[src/rtl/boot_copy_pkg.sv]
// Boot copy engine shared definitions.
// FSM state encoding, default widths and the write byte-enable constant.
package boot_copy_pkg;

   localparam int ROM_AW_DEF = 10;
   localparam int LEN_W_DEF  = 11;

   localparam logic [3:0] BE_ALL = 4'hF;

   typedef enum logic [2:0] {
      IDLE    = 3'd0,
      FETCH   = 3'd1,
      CAPTURE = 3'd2,
      WRITE   = 3'd3,
      DONE    = 3'd4
   } bc_state_t;

endpackage

[src/rtl/boot_copy_engine.sv]
// Boot copy engine: copies len words from boot ROM into RAM at 3 cycles/word.
// Optional checksum_o output enabled by defining BOOT_COPY_CHECKSUM_EN.
module boot_copy_engine
   import boot_copy_pkg::*;
#(
   parameter int ROM_AW = ROM_AW_DEF,
   parameter int LEN_W  = LEN_W_DEF
) (
   input  logic              CLK,
   input  logic              RSTN,
   input  logic              start_i,
   input  logic [ROM_AW-1:0] src_i,
   input  logic [31:0]       dst_i,
   input  logic [LEN_W-1:0]  len_i,
   output logic              busy_o,
   output logic              done_o,
   output logic              rom_csn_o,
   output logic [ROM_AW-1:0] rom_a_o,
   input  logic [31:0]       rom_q_i,
   output logic              mem_req_o,
   output logic [31:0]       mem_addr_o,
   output logic              mem_we_o,
   output logic [3:0]        mem_be_o,
   output logic [31:0]       mem_wdata_o,
   input  logic              mem_gnt_i
`ifdef BOOT_COPY_CHECKSUM_EN
  ,output logic [31:0]       checksum_o
`endif
);

   bc_state_t         state_q;
   bc_state_t         state_d;
   logic [ROM_AW-1:0] src_q;
   logic [ROM_AW-1:0] rom_a_q;
   logic [31:0]       dst_q;
   logic [31:0]       wdata_q;
   logic [LEN_W-1:0]  cnt_q;
   logic              granted;

   assign granted = (state_q == WRITE) && mem_gnt_i;

   // State register; reset abandons any copy in flight.
   always_ff @(posedge CLK or negedge RSTN) begin
      if (!RSTN) begin
         state_q <= IDLE;
      end else begin
         state_q <= state_d;
      end
   end

   // Next state. Zero-length jobs pass through CAPTURE without loading
   // data so done_o appears two cycles after start with no accesses.
   always_comb begin
      state_d = state_q;
      unique case (state_q)
         IDLE: begin
            if (start_i) begin
               state_d = (len_i != '0) ? FETCH : CAPTURE;
            end
         end
         FETCH:   state_d = CAPTURE;
         CAPTURE: state_d = (cnt_q != '0) ? WRITE : DONE;
         WRITE: begin
            if (mem_gnt_i) begin
               state_d = (cnt_q == LEN_W'(1)) ? DONE : FETCH;
            end
         end
         DONE:    state_d = IDLE;
         default: state_d = IDLE;
      endcase
   end

   // Job registers: latch on start, read address on fetch, data on
   // capture, advance pointers and count on each granted write.
   always_ff @(posedge CLK or negedge RSTN) begin
      if (!RSTN) begin
         src_q   <= '0;
         dst_q   <= '0;
         cnt_q   <= '0;
         rom_a_q <= '0;
         wdata_q <= '0;
      end else begin
         if (state_q == IDLE && start_i) begin
            src_q <= src_i;
            dst_q <= dst_i;
            cnt_q <= len_i;
         end
         if (state_q == FETCH) begin
            rom_a_q <= src_q;
         end
         if (state_q == CAPTURE && cnt_q != '0) begin
            wdata_q <= rom_q_i;
         end
         if (granted) begin
            src_q <= src_q + ROM_AW'(1);
            dst_q <= dst_q + 32'd4;
            cnt_q <= cnt_q - LEN_W'(1);
         end
      end
   end

`ifdef BOOT_COPY_CHECKSUM_EN
   logic [31:0] sum_q;

   // Wrapping sum of every granted write word, cleared on start.
   always_ff @(posedge CLK or negedge RSTN) begin
      if (!RSTN) begin
         sum_q <= '0;
      end else if (state_q == IDLE && start_i) begin
         sum_q <= '0;
      end else if (granted) begin
         sum_q <= sum_q + wdata_q;
      end
   end

   assign checksum_o = sum_q;
`endif

   assign busy_o      = (state_q != IDLE);
   assign done_o      = (state_q == DONE);
   assign rom_csn_o   = (state_q != FETCH);
   assign rom_a_o     = (state_q == FETCH) ? src_q : rom_a_q;
   assign mem_req_o   = (state_q == WRITE);
   assign mem_addr_o  = dst_q;
   assign mem_we_o    = 1'b1;
   assign mem_be_o    = BE_ALL;
   assign mem_wdata_o = wdata_q;

endmodule

[config.mk]
export PLATFORM = sky130hd
export DESIGN_NAME = boot_copy_engine
export DESIGN_NICKNAME = d
export VERILOG_FILES = /design/src/rtl/boot_copy_pkg.sv /design/src/rtl/boot_copy_engine.sv
export SDC_FILE = /design/constraint.sdc
export NUM_CORES = 1
export LEC_CHECK = 0
export ABC_AREA = 0
export BUFFER_PORTS_ARGS = -buffer_cell sky130_fd_sc_hd__buf_2
export CELL_PAD_IN_SITES_DETAIL_PLACEMENT = 1
export CELL_PAD_IN_SITES_GLOBAL_PLACEMENT = 2
export CORE_MARGIN = 1.5
export CORE_UTILIZATION = 31
export CTS_CLUSTER_DIAMETER = 150
export DETAILED_ROUTE_END_ITERATION = 8
export PLACE_DENSITY_LB_ADDON = 0.1
export SETUP_SLACK_MARGIN = 0.4
export SLEW_MARGIN = 20
export SYNTH_ARGS = -nofsm -noshare
export SYNTH_HDL_FRONTEND = slang
export SYNTH_SLANG_ARGS = --single-unit
export TNS_END_PERCENT = 50
[constraint.sdc]
create_clock -name CLK -period 2.4 [get_ports CLK]
set_input_delay 0.72 -clock CLK [delete_from_list [all_inputs] [get_ports CLK]]
set_output_delay 0.72 -clock CLK [all_outputs]
set_load 0.01 [all_outputs]
==> run metrics <==
Initial Util=0.3182; R2R depth=5; DRT Pass-1 Iters=4; top cell type's share of synthesized area=0.4835; Crit. End Element=output port; Req. time, crit path=1.68 ns; Detailed Route WL=17630 um; final setup violation count=0; total gr overflow=0; core area=15940 sq um; DR vias=4746; CP Capture Point=rom_a_o[0]; largest net degree at the start of global routing=56; Max FO, Critical Path=6; most common cell in the netlist=dfrtp_1; Worst R2R Setup Slack=0.37 ns; Post-Syn Area=5072 sq um; status=finished clean; Final nets=782; GRT Total Usage=0.1938; fmax=427.6 MHz; final core utilization=0.4497; deepest clock path buffer count=2; worst r2r dst=mem_wdata_o[30]; R2R Path Start=cnt_q[4]; Antenna Nets Post-Route=0; Layout area overhead=41.34%; Post-Syn Instances=481; leak pwr=0.003380 uW; number of synthesized flops with an enable pin=0; DIE AREA=17140 sq um; clk_skew=0.006891 ns; Clock Root Buffer=clkbuf_16; register area share after synthesis=0.4835; DRT iter0 DRCs=155; Most used DFF post-synth=dfrtp_1; Syn Area/Cell=10.55 sq um; yosys warns=0; worst-margin pin slew=0.5695 ns; number of global-route vias before repair=4758; max-capacitance violation count=0; final-report hold violation count=0; crit path kind=reg -> out; Setup TNS=0 ns; Port Buffers=166; Peak VDD IR=0.0004640 V; Clk Latency, worst-skew pair=0.35 ns; Slew headroom=0.6168; worst hold path class=in -> async; top cell type by total area after synthesis=dfrtp_1; Post-DP HPWL=11520 um; top post-synthesis cells by area=dfrtp_1 48%, mux2_4 8.9%, nand2_1 5.1%; CP Data Arrival Time=1.62 ns; total CTS buffers=9; H-tree levels=3; DP Worst Slack=0.01692 ns; Chip Width=130.9 um; Die Y=130.9 um; placed insts=861; share of flip-flops with an asynchronous set or reset=1.000; Synth cell types=60; FF+latch count, synth=98; initial antenna violation count=0; # hold bufs at CTS=0; DRC=0; Ant. Diodes=0; critical path startpoint=state_q[2]; Sink Count=98; Final Non-Filler Cells=909; IO Pins=172; fin worst setup slack=0.06125 ns; clock slew at reported path FFs=0.07 ns; layout cells sized above 1=0.4733; min cycle time layout=2.339 ns; commonest cells in the synthesized netlist=98 x dfrtp_1, 69 x nand2_1, 30 x mux2_4, 28 x nand3_1, 28 x nor2_1; Row Count=46; post-layout power=9357 uW; Vias/cell=5.221; critical path startpoint category=register; TritonCTS clock tree=yes; PwrDens=1305 nW/um^2; final period utilization=0.9745; final slew viol count=0; WL/cell=19.39 um; RSZ-0062 raised after global routing=yes; RD Place Congestion=0.7847; global-route wire length before repair=25350 um
[metal layers]
layer,track usage,wire [um],up-vias,share of wire
li1,-,-,2210,-
met1,0.2446,8091,2375,0.46
met2,0.3362,8385,148,0.48
met3,0.03217,904,13,0.051
met4,0.06787,245,0,0.014
met5,0,0,-,0
[worst min-delay path by stage]
stage                           end  slack [ns]  cells past startpoint
CTS                        cnt_q[7]        0.33                      1
floorplan                  cnt_q[0]        0.42                      0
global route        mem_wdata_o[22]        0.36                      1
finish              mem_wdata_o[22]        0.34                      1
detailed placement    mem_addr_o[0]        0.48                      2
global placement      mem_addr_o[1]        0.46                      2
[power breakdown]
part	switching [uW]	internal (uW)	total [uW]
combinational	2250	2420	4670
sequential	686	2420	3110
clock	659	914	1570
[layout by cell type, fill, tap and decap left out, types with 4 or more instances in the layout]
master and instances:
buf_2 154, dfrtp_1 86, nand2_1 67, buf_4 43, mux2_4 40, nand3_1 27
nor2_1 24, o21ai_0 22, buf_6 15, a221o_1 13, clkbuf_16 12, dfrtp_2 12
a22oi_1 11, o211ai_1 10, nand4_1 9, nor3_1 9, inv_1 8, a31oi_1 8
o311ai_0 8, a21oi_1 7, nor4_1 6, nand3b_1 5, conb_1 5, a32oi_1 4
ha_1 4, buf_12 4
[metrics by stage]
step | instance area (sq um) | hold slack [ns]
floorplan | 5102 | 0.4244
global placement | 6285 | 0.4552
detailed placement | 6285 | 0.4763
CTS | 6844 | 0.3348
global route | 7169 | 0.3617
finish | 7169 | 0.3386
[what timing repair did]
| item | 4_1_cts | 5_1_grt |
|---|---|---|
| pin swaps | 3 | 11 |
| setup buffers | 8 | 17 |
| endpoints found under the setup margin | 90 | 88 |
| gates cloned | 3 | 4 |
| gates resized for setup | 31 | 44 |
[flip-flops by register name (all words and copies together), names as in the netlist]
register     flops
rom_a_q         10
mem_wdata_o     32
state_q          3
src_q           10
mem_addr_o      32
cnt_q           11
[logic make-up after synthesis]
family	count (synthesis)	synth area share
buf+inv	43	0.04119
simple gates	183	0.1830
compound gates	104	0.1547
fa+ha+maj	5	0.01233
flops	98	0.4835
mux	44	0.1194
other cells	1	0.0007393
xor+xnor	3	0.005181
[layout make-up]
type / count / area, sq um
inverters: 11 / 41.29
clock inverters: 7 / 92.59
clock buffers: 9 / 225.2
repair buffers: 222 / 1475
flip-flops and latches: 98 / 2467
multi-input cells: 346 / 2597
fillers: 1857 / 8773
well taps: 216 / 270.3
[worst max-delay path, stage by stage (launching register included)]
cell and delay [ns]:
dfrtp_1 0.40, inv_2 0.07, and3_4 0.21, buf_8 0.15, mux2_4 0.32, buf_6 0.12
No activity file was read; power rests on OpenSTA's default activity.
